[src/rtl/datapath_sequencer.sv]
// datapath_sequencer: Moore control-step sequencer for the register-transfer datapath.
// Accepts one three-register instruction at a time and walks it through the fixed
// micro-step sequence: operand loads, ALU or mul/div execution, result write-back.
//
// Ports:
//   clock              system clock, rising edge
//   clear              asynchronous reset, active-low
//   start              instruction request, sampled only in IDLE
//   op, ra, rb, rc     operation, destination, source 1, source 2
//   Rin, Rout          one-hot R0-R15 load enables / bus drives
//   RAin .. LOout      datapath strobes
//   Op                 ALU operation select (latched op, 0 in IDLE)
//   busy               high in every non-IDLE state
//   done               one-cycle completion pulse
module datapath_sequencer #(
  parameter int unsigned MULDIV_LAT = 4
) (
  input  logic        clock,
  input  logic        clear,
  input  logic        start,
  input  logic [3:0]  op,
  input  logic [3:0]  ra,
  input  logic [3:0]  rb,
  input  logic [3:0]  rc,
  output logic [15:0] Rin,
  output logic [15:0] Rout,
  output logic        RAin,
  output logic        RBin,
  output logic        RZin,
  output logic        RZout,
  output logic        HIin,
  output logic        LOin,
  output logic        HIout,
  output logic        LOout,
  output logic [3:0]  Op,
  output logic        busy,
  output logic        done
);

  localparam int unsigned CNT_W = 8;
  localparam logic [CNT_W-1:0] CNT_LOAD = CNT_W'(MULDIV_LAT - 1);
  localparam logic [3:0] OP_ALU_MAX = 4'hB;
  localparam logic [3:0] OP_MFHI    = 4'hE;
  localparam logic [3:0] OP_MFLO    = 4'hF;

  typedef enum logic [3:0] {
    S_IDLE, S_LOAD_A, S_LOAD_B, S_EXEC, S_WB, S_WAIT, S_HILO, S_MOVE, S_DONE
  } state_t;

  state_t           state_q, state_d;
  logic [3:0]       op_q, op_d, ra_q, ra_d, rb_q, rb_d, rc_q, rc_d;
  logic [CNT_W-1:0] cnt_q, cnt_d;

  logic [15:0] rin_d, rout_d;
  logic        ra_in_d, rb_in_d, rz_in_d, rz_out_d;
  logic        hi_in_d, lo_in_d, hi_out_d, lo_out_d;
  logic [3:0]  op_out_d;
  logic        busy_d, done_d;

  function automatic logic [15:0] onehot16(input logic [3:0] idx);
    return 16'(16'd1 << idx);
  endfunction

  // State, latched fields, counter and registered strobes.
  always_ff @(posedge clock or negedge clear) begin
    if (!clear) begin
      state_q <= S_IDLE;
      op_q    <= '0;
      ra_q    <= '0;
      rb_q    <= '0;
      rc_q    <= '0;
      cnt_q   <= '0;
      Rin     <= '0;
      Rout    <= '0;
      RAin    <= 1'b0;
      RBin    <= 1'b0;
      RZin    <= 1'b0;
      RZout   <= 1'b0;
      HIin    <= 1'b0;
      LOin    <= 1'b0;
      HIout   <= 1'b0;
      LOout   <= 1'b0;
      Op      <= '0;
      busy    <= 1'b0;
      done    <= 1'b0;
    end else begin
      state_q <= state_d;
      op_q    <= op_d;
      ra_q    <= ra_d;
      rb_q    <= rb_d;
      rc_q    <= rc_d;
      cnt_q   <= cnt_d;
      Rin     <= rin_d;
      Rout    <= rout_d;
      RAin    <= ra_in_d;
      RBin    <= rb_in_d;
      RZin    <= rz_in_d;
      RZout   <= rz_out_d;
      HIin    <= hi_in_d;
      LOin    <= lo_in_d;
      HIout   <= hi_out_d;
      LOout   <= lo_out_d;
      Op      <= op_out_d;
      busy    <= busy_d;
      done    <= done_d;
    end
  end

  // Next state, then strobes decoded from the next state so the registered
  // outputs line up exactly with the state they belong to.
  always_comb begin
    state_d  = state_q;
    op_d     = op_q;
    ra_d     = ra_q;
    rb_d     = rb_q;
    rc_d     = rc_q;
    cnt_d    = cnt_q;
    rin_d    = '0;
    rout_d   = '0;
    ra_in_d  = 1'b0;
    rb_in_d  = 1'b0;
    rz_in_d  = 1'b0;
    rz_out_d = 1'b0;
    hi_in_d  = 1'b0;
    lo_in_d  = 1'b0;
    hi_out_d = 1'b0;
    lo_out_d = 1'b0;
    op_out_d = '0;
    busy_d   = 1'b0;
    done_d   = 1'b0;

    unique case (state_q)
      S_IDLE: begin
        if (start) begin
          op_d = op;
          ra_d = ra;
          rb_d = rb;
          rc_d = rc;
          state_d = (op == OP_MFHI || op == OP_MFLO) ? S_MOVE : S_LOAD_A;
        end
      end
      S_LOAD_A: state_d = S_LOAD_B;
      S_LOAD_B: begin
        if (op_q <= OP_ALU_MAX) begin
          state_d = S_EXEC;
        end else begin
          state_d = S_WAIT;
          cnt_d   = CNT_LOAD;
        end
      end
      S_EXEC: state_d = S_WB;
      S_WB:   state_d = S_DONE;
      // Counter starts at LAT-1, so WAIT lasts exactly LAT cycles.
      S_WAIT: begin
        if (cnt_q == '0) state_d = S_HILO;
        else             cnt_d   = cnt_q - CNT_W'(1);
      end
      S_HILO: state_d = S_DONE;
      S_MOVE: state_d = S_DONE;
      S_DONE: state_d = S_IDLE;
      default: state_d = S_IDLE;
    endcase

    unique case (state_d)
      S_LOAD_A: begin
        rout_d  = onehot16(rb_d);
        ra_in_d = 1'b1;
      end
      S_LOAD_B: begin
        rout_d  = onehot16(rc_d);
        rb_in_d = 1'b1;
      end
      S_EXEC: rz_in_d = 1'b1;
      S_WB: begin
        rz_out_d = 1'b1;
        rin_d    = onehot16(ra_d);
      end
      S_HILO: begin
        hi_in_d = 1'b1;
        lo_in_d = 1'b1;
      end
      S_MOVE: begin
        hi_out_d = (op_d == OP_MFHI);
        lo_out_d = (op_d == OP_MFLO);
        rin_d    = onehot16(ra_d);
      end
      S_DONE: done_d = 1'b1;
      default: ;
    endcase

    if (state_d != S_IDLE) begin
      op_out_d = op_d;
      busy_d   = 1'b1;
    end
  end

endmodule

[config.mk]
export PLATFORM = sky130hd
export DESIGN_NAME = datapath_sequencer
export DESIGN_NICKNAME = d
export VERILOG_FILES = /design/src/rtl/datapath_sequencer.sv
export SDC_FILE = /design/constraint.sdc
export NUM_CORES = 1
export LEC_CHECK = 0
export BUFFER_PORTS_ARGS = -buffer_cell sky130_fd_sc_hd__buf_2
export CAP_MARGIN = 10
export CORE_ASPECT_RATIO = 0.5
export CORE_MARGIN = 2
export CORE_UTILIZATION = 54
export CTS_CLUSTER_DIAMETER = 60
export CTS_CLUSTER_SIZE = 8
export DETAILED_ROUTE_END_ITERATION = 6
export PLACE_DENSITY = 0.77
export SLEW_MARGIN = 5
export SYNTH_ARGS = -nofsm -noshare
export SYNTH_HDL_FRONTEND = slang
export SYNTH_SLANG_ARGS = --single-unit
[constraint.sdc]
create_clock -name clock -period 2.1 [get_ports clock]
set_input_delay 0.315 -clock clock [delete_from_list [all_inputs] [get_ports clock]]
set_output_delay 0.315 -clock clock [all_outputs]
set_load 0.05 [all_outputs]
## After elaboration in Yosys (flattened, before gate mapping)

Index checks and enable logic that the tools add are counted.

- Flip-flop bits (word level): 73
- Bits of input ports: 19
- Output and inout port bits: 46
- Logic and storage cells: 79

- $add $sub $neg: 1
- Magnitude comparators: 1
- Equal/unequal tests: 20
- Shift-type cells: 3
- Mux-type cells: 28
- Reductions and logical operators: 8

Operators by type and width:

| operator | number |
|---|---|
| $shl 1x4->16 const A | 3 |
| $mux 4 | 11 |
| $pmux 16 s2 | 1 |
| $eq 4x3->1 const B | 7 |
| $pmux 4 s6 | 1 |
| $eq 4x4->1 const B | 5 |
| $eq 4x2->1 const B | 4 |
| $mux 16 | 1 |
| $mux 8 | 2 |
| $pmux 8 s2 | 1 |
| $mux 1 | 9 |
| $eq 4x1->1 const B | 2 |
| $logic_not 8->1 | 1 |
| $sub 8x1->8 const B | 1 |
| $mux 3 | 2 |
| $le 4x4->1 const B | 1 |
| $logic_not 4->1 | 1 |
| $ne 2x2->1 const B | 2 |
| $reduce_bool 4->1 | 1 |
| $reduce_and 3->1 | 1 |
| $reduce_or 3->1 | 1 |
| $reduce_bool 2->1 | 1 |
| $reduce_or 2->1 | 1 |
| $logic_or 1x1->1 | 1 |

## Logic depth before layout (Yosys ltp)

- Depth in word-level cells: 8
- Depth in mapped cells: 8
- Mapped depth without buffers: 7

## Worst setup path after synthesis

OpenSTA, ideal clock, no wires.

- Path kind: register to register
- Start point: register state_q[0]
- End point: register Rout[11]
- Setup time: 143 ps
- Arrival: 1747 ps
- Required time: 1957 ps
- Setup slack: 210 ps
- Stages on the path, launching flop included: 8
- Buffers on the path: 2
- Period minus slack after synthesis: 1890 ps
- Cell sequence: dfrtp_1 buf_4 nor3b_4 and2_4 buf_6 mux2_4 a32oi_4 nor3_1

- Elaborated cells on any way between the ends: 19
- Classes of those cells: eq/ne (9); shift (2); mux (6); reduce/logical (2)

RTL lines:

| item | RTL line | RTL |
|---|---|---|
| from (decl) | 50 | `state_t state_q, state_d;` |
| from (signal assigned) | 87 | `state_q <= state_d;` |
| $logic_not 4->1 | 132 | `unique case (state_q)` |
| $mux 4 | 132 |  |
| named net rb_d[3] | 51 | `logic [3:0] op_q, op_d, ra_q, ra_d, rb_q, rb_d, rc_q, rc_d;` |
| $shl 1x4->16 | 61 | `return 16'(16'd1 << idx);` |
| $pmux 16 s2 | 164 | `unique case (state_d)` |
| named net rout_d[11] | 54 | `logic [15:0] rin_d, rout_d;` |
| to (signal assigned) | 94 | `Rout <= rout_d;` |
| to (decl) | 26 | `output logic [15:0] Rout,` |

The timed path passes the listed nets, and every way through them passes these cells.
A chain may end at the register's enable or synchronous reset.

## Worst setup path in the final report

- Start point: register state_q[1]
- End point: register Rout[7]

- Cells in the longest elaborated chain, start to end: 5
- Elaborated cells on any way between the ends: 19
- Classes of those cells: eq/ne (9); shift (2); mux (6); reduce/logical (2)

RTL lines:

| item | RTL line |
|---|---|
| $eq 4x3->1 | 132 |
| $reduce_or 3->1 (no source line) | -- |
| $pmux 4 s6 | 132 |
| $eq 4x2->1 or $eq 4x1->1 (tied branches) | 164 |
| $pmux 16 s2 * | 164 |
| named net rout_d[7] | 54 |

The timed path passes the listed nets; every way through them passes the cells marked *.

==> impl_metrics.json <==
{
  "outcome": "completed",
  "r2r_end": "Rout[7]",
  "grt_pass1_vias": 2285,
  "cts.reportedPaths.clkPinSlew_ps": 60,
  "cts_root_buffer": "clkbuf_16",
  "nFillCells": 385,
  "maxCapViolCount": 0,
  "drt-wirelength-per-cell_um": 16.2,
  "yosysWarnings": 0,
  "fin_crit_sh": 0.980,
  "row_count": 19,
  "ys_ff_latch": 73,
  "cts_hold_buf": 0,
  "core_sq_mm": 0.00547,
  "final.setup_skew_ps": 5.73,
  "r2r_cells": 6,
  "synthCells": 258,
  "place_ws_ps": 66.0,
  "dr.pass1.iters": 4,
  "setup_slack_ps": 42.8,
  "fin_nets": 359,
  "worstPathArrival_ps": 2290,
  "hold_class": "in2async",
  "multi_input_area_sq_mm": 0.00116,
  "critical_path_class": "reg2reg",
  "vdd_drop_max_uv": 1100,
  "fin_crit_ps": 2060,
  "routed_wl_um": 6750,
  "crit_path_end": "Rout[7]",
  "dieArea_sq_mm": 0.00631,
  "synth_cell_types": 53,
  "clock_path_buffers": 2,
  "diodes": 0,
  "insertion_delay_ps": 330,
  "drt_iter0_drc": 185,
  "fmaxAchievable_mhz": 486,
  "cp-start-kind": "flop",
  "cts_made_buffers": 9,
  "yosysSeqAreaShare": 0.598,
  "syn_area_sq_mm": 0.00306,
  "die_w_um": 110,
  "power_mw": 6.26,
  "avgSynthCellArea_sq_um": 11.8,
  "grt_max_degree": 31,
  "startpoint": "state_q[1]",
  "drv_slew": 0,
  "p_per_area_mw_per_mm2": 1610,
  "critPathCaptureType": "flop",
  "grt_overflow": 0,
  "postRouteAntennaNets": 0,
  "fin_hold_ws_ps": 8.72,
  "io_buffers": 64,
  "path_max_fanout": 15,
  "rrSetupSlack_ps": 40,
  "globalplace.congestion": 0.876,
  "layout-drive-gt1-share": 0.375,
  "grt_antenna_before_repair": 0,
  "rsz0062_at_grt": "yes",
  "drc": 0,
  "r2r_start": "state_q[1]",
  "grt_pass1_wl_um": 11000,
  "hpwl_um": 4650,
  "tritoncts": "built",
  "io_pins": 65,
  "synth_nets": 278,
  "grt_usage": 0.227,
  "vias_per_cell": 5.45,
  "fp.dieH_um": 57.2,
  "regArea_sq_mm": 0.00183,
  "crit_required_ps": 2330,
  "cts_num_sinks": 73,
  "max_slew_margin": 0.487,
  "cts-htree-levels": 3,
  "vias": 2273,
  "fin_util": 0.710,
  "hold_violations": 0,
  "finalSetupViolCount": 0,
  "power.leakage_nw": 1.95,
  "worstMarginPinSlew_ps": 770,
  "initial_utilization": 0.559,
  "area_delta_synth_final_pct": 26.9
}
-- timing repair --
action	in CTS	in global routing
gates resized for setup	0	6
setup buffers	0	2
hold endpoints to repair	0	0
setup endpoints to repair	0	18
-- how the worst min path moves through the flow --
stage               depth (start not counted)      end  slack, ps  startpoint
floorplan                                   0    HIout         20       clear
global placement                            1     busy        360       clear
detailed placement                          1    Op[1]        370       clear
CTS                                         1  rc_q[1]         20       clear
global route                                1    Op[1]         60       clear
finish                                      1     busy          9       clear
-- critical path, stage by stage, from the launching register on --
cell	delay, ps
dfrtp_1	490
nor3b_4	340
and2_4	220
buf_4	230
nand2_1	150
o211a_1	250
nor3_1	270
-- sequential cells by signal, summed over array words and instances (netlist names) --
register	count
ra_q	4
op_q	4
state_q	4
Rout	16
Op	4
rc_q	4
LOin	1
LOout	1
Rin	16
RZin	1
cnt_q	8
HIout	1
done	1
busy	1
rb_q	4
RAin	1
RZout	1
RBin	1
-- synth_stat cells, drive strengths merged --
master | count | share of area
dfrtp | 73 | 0.60
nor2 | 32 | 0.040
nor3 | 22 | 0.036
nand2 | 18 | 0.023
inv | 11 | 0.014
mux2 | 11 | 0.042
a31oi | 10 | 0.027
buf | 9 | 0.020
nand3 | 7 | 0.011
xor2 | 6 | 0.017
nor2b | 5 | 0.010
a21oi | 4 | 0.0065
and3 | 4 | 0.0082
mux2i | 4 | 0.016
nor3b | 4 | 0.017
nor4b | 4 | 0.014
o21ai | 4 | 0.0065
nand4b | 3 | 0.0086
nor4 | 3 | 0.010
a21o | 2 | 0.0049
and2 | 2 | 0.0049
and3b | 2 | 0.0057
nand3b | 2 | 0.0049
a2111oi | 1 | 0.0090
a21boi | 1 | 0.0025
a221oi | 1 | 0.0029
a22oi | 1 | 0.0025
a32oi | 1 | 0.0090
a41oi | 1 | 0.0029
clkbuf | 1 | 0.0012
ha | 1 | 0.0041
nand2b | 1 | 0.0020
nand4 | 1 | 0.0020
nor4bb | 1 | 0.0033
o211a | 1 | 0.0033
o211ai | 1 | 0.0025
o31a | 1 | 0.0029
o32a | 1 | 0.0037
or2 | 1 | 0.0029
-- layout by cell type, fill, tap and decap left out, types with 2 or more instances in the layout --
cell type	netlist	routed
nor4b_1	3	3
nand3b_1	2	2
a31oi_1	7	6
dfrtp_1	73	73
nor3_1	22	22
nand2_1	17	17
nor2b_1	5	5
buf_4	4	15
buf_2	3	64
a21o_1	2	2
and3_1	4	4
mux2_2	10	10
inv_1	11	11
clkbuf_16	0	9
nor3b_2	2	2
mux2i_2	2	3
a31oi_2	3	4
o21ai_1	2	2
o21ai_0	2	2
clkinv_2	0	3
a21oi_1	4	4
clkbuf_8	0	2
nand4b_1	3	3
and3b_1	2	2
nand3_1	7	6
nor2_1	31	31
xor2_1	6	6
-- layer usage --
metal / up-vias / routed length, um / GRT usage
met1: 1135 / 2870 / 0.287
li1: 1066 / - / -
met4: 0 / 112 / 0.0679
met5: - / 0 / 0
met2: 59 / 3350 / 0.376
met3: 13 / 427 / 0.0840
-- logic make-up (layout without fill, tap and decap cells) --
family	after synthesis	count (layout)	share of synthesized area
buffers and inverters	21	107	0.0344
muxes	15	15	0.0573
AOI/OAI and AO/OA	30	30	0.0856
DFF	73	73	0.598
xor gates and xnor gates	6	6	0.0172
adders and majority gates	1	1	0.00409
and+or+nand+nor	112	112	0.204
-- final cells by class --
cell class | instances | area share
Clock inverter | 5 | 0.0139
Clock buffer | 11 | 0.0651
Inverter | 11 | 0.0106
Timing Repair Buffer | 80 | 0.117
Sequential cell | 73 | 0.471
Multi-Input combinational cell | 164 | 0.299
Tap cell | 73 | 0.0235
-- power by group --
group          switching (mW)  internal [mW]  leakage (nW)
Combinational            1.71          0.940         0.837
Clock                   0.537          0.978         0.155
Sequential              0.288           1.81         0.962
-- stage by stage --
stage	instances	area, sq um	TNS, ps
detailed placement	399	3520	0
floorplan	258	3060	0
finish	417	3880	0
CTS	415	3830	0
global placement	399	3520	0
global route	417	3880	-133
No activity file was read; power rests on OpenSTA's default activity.
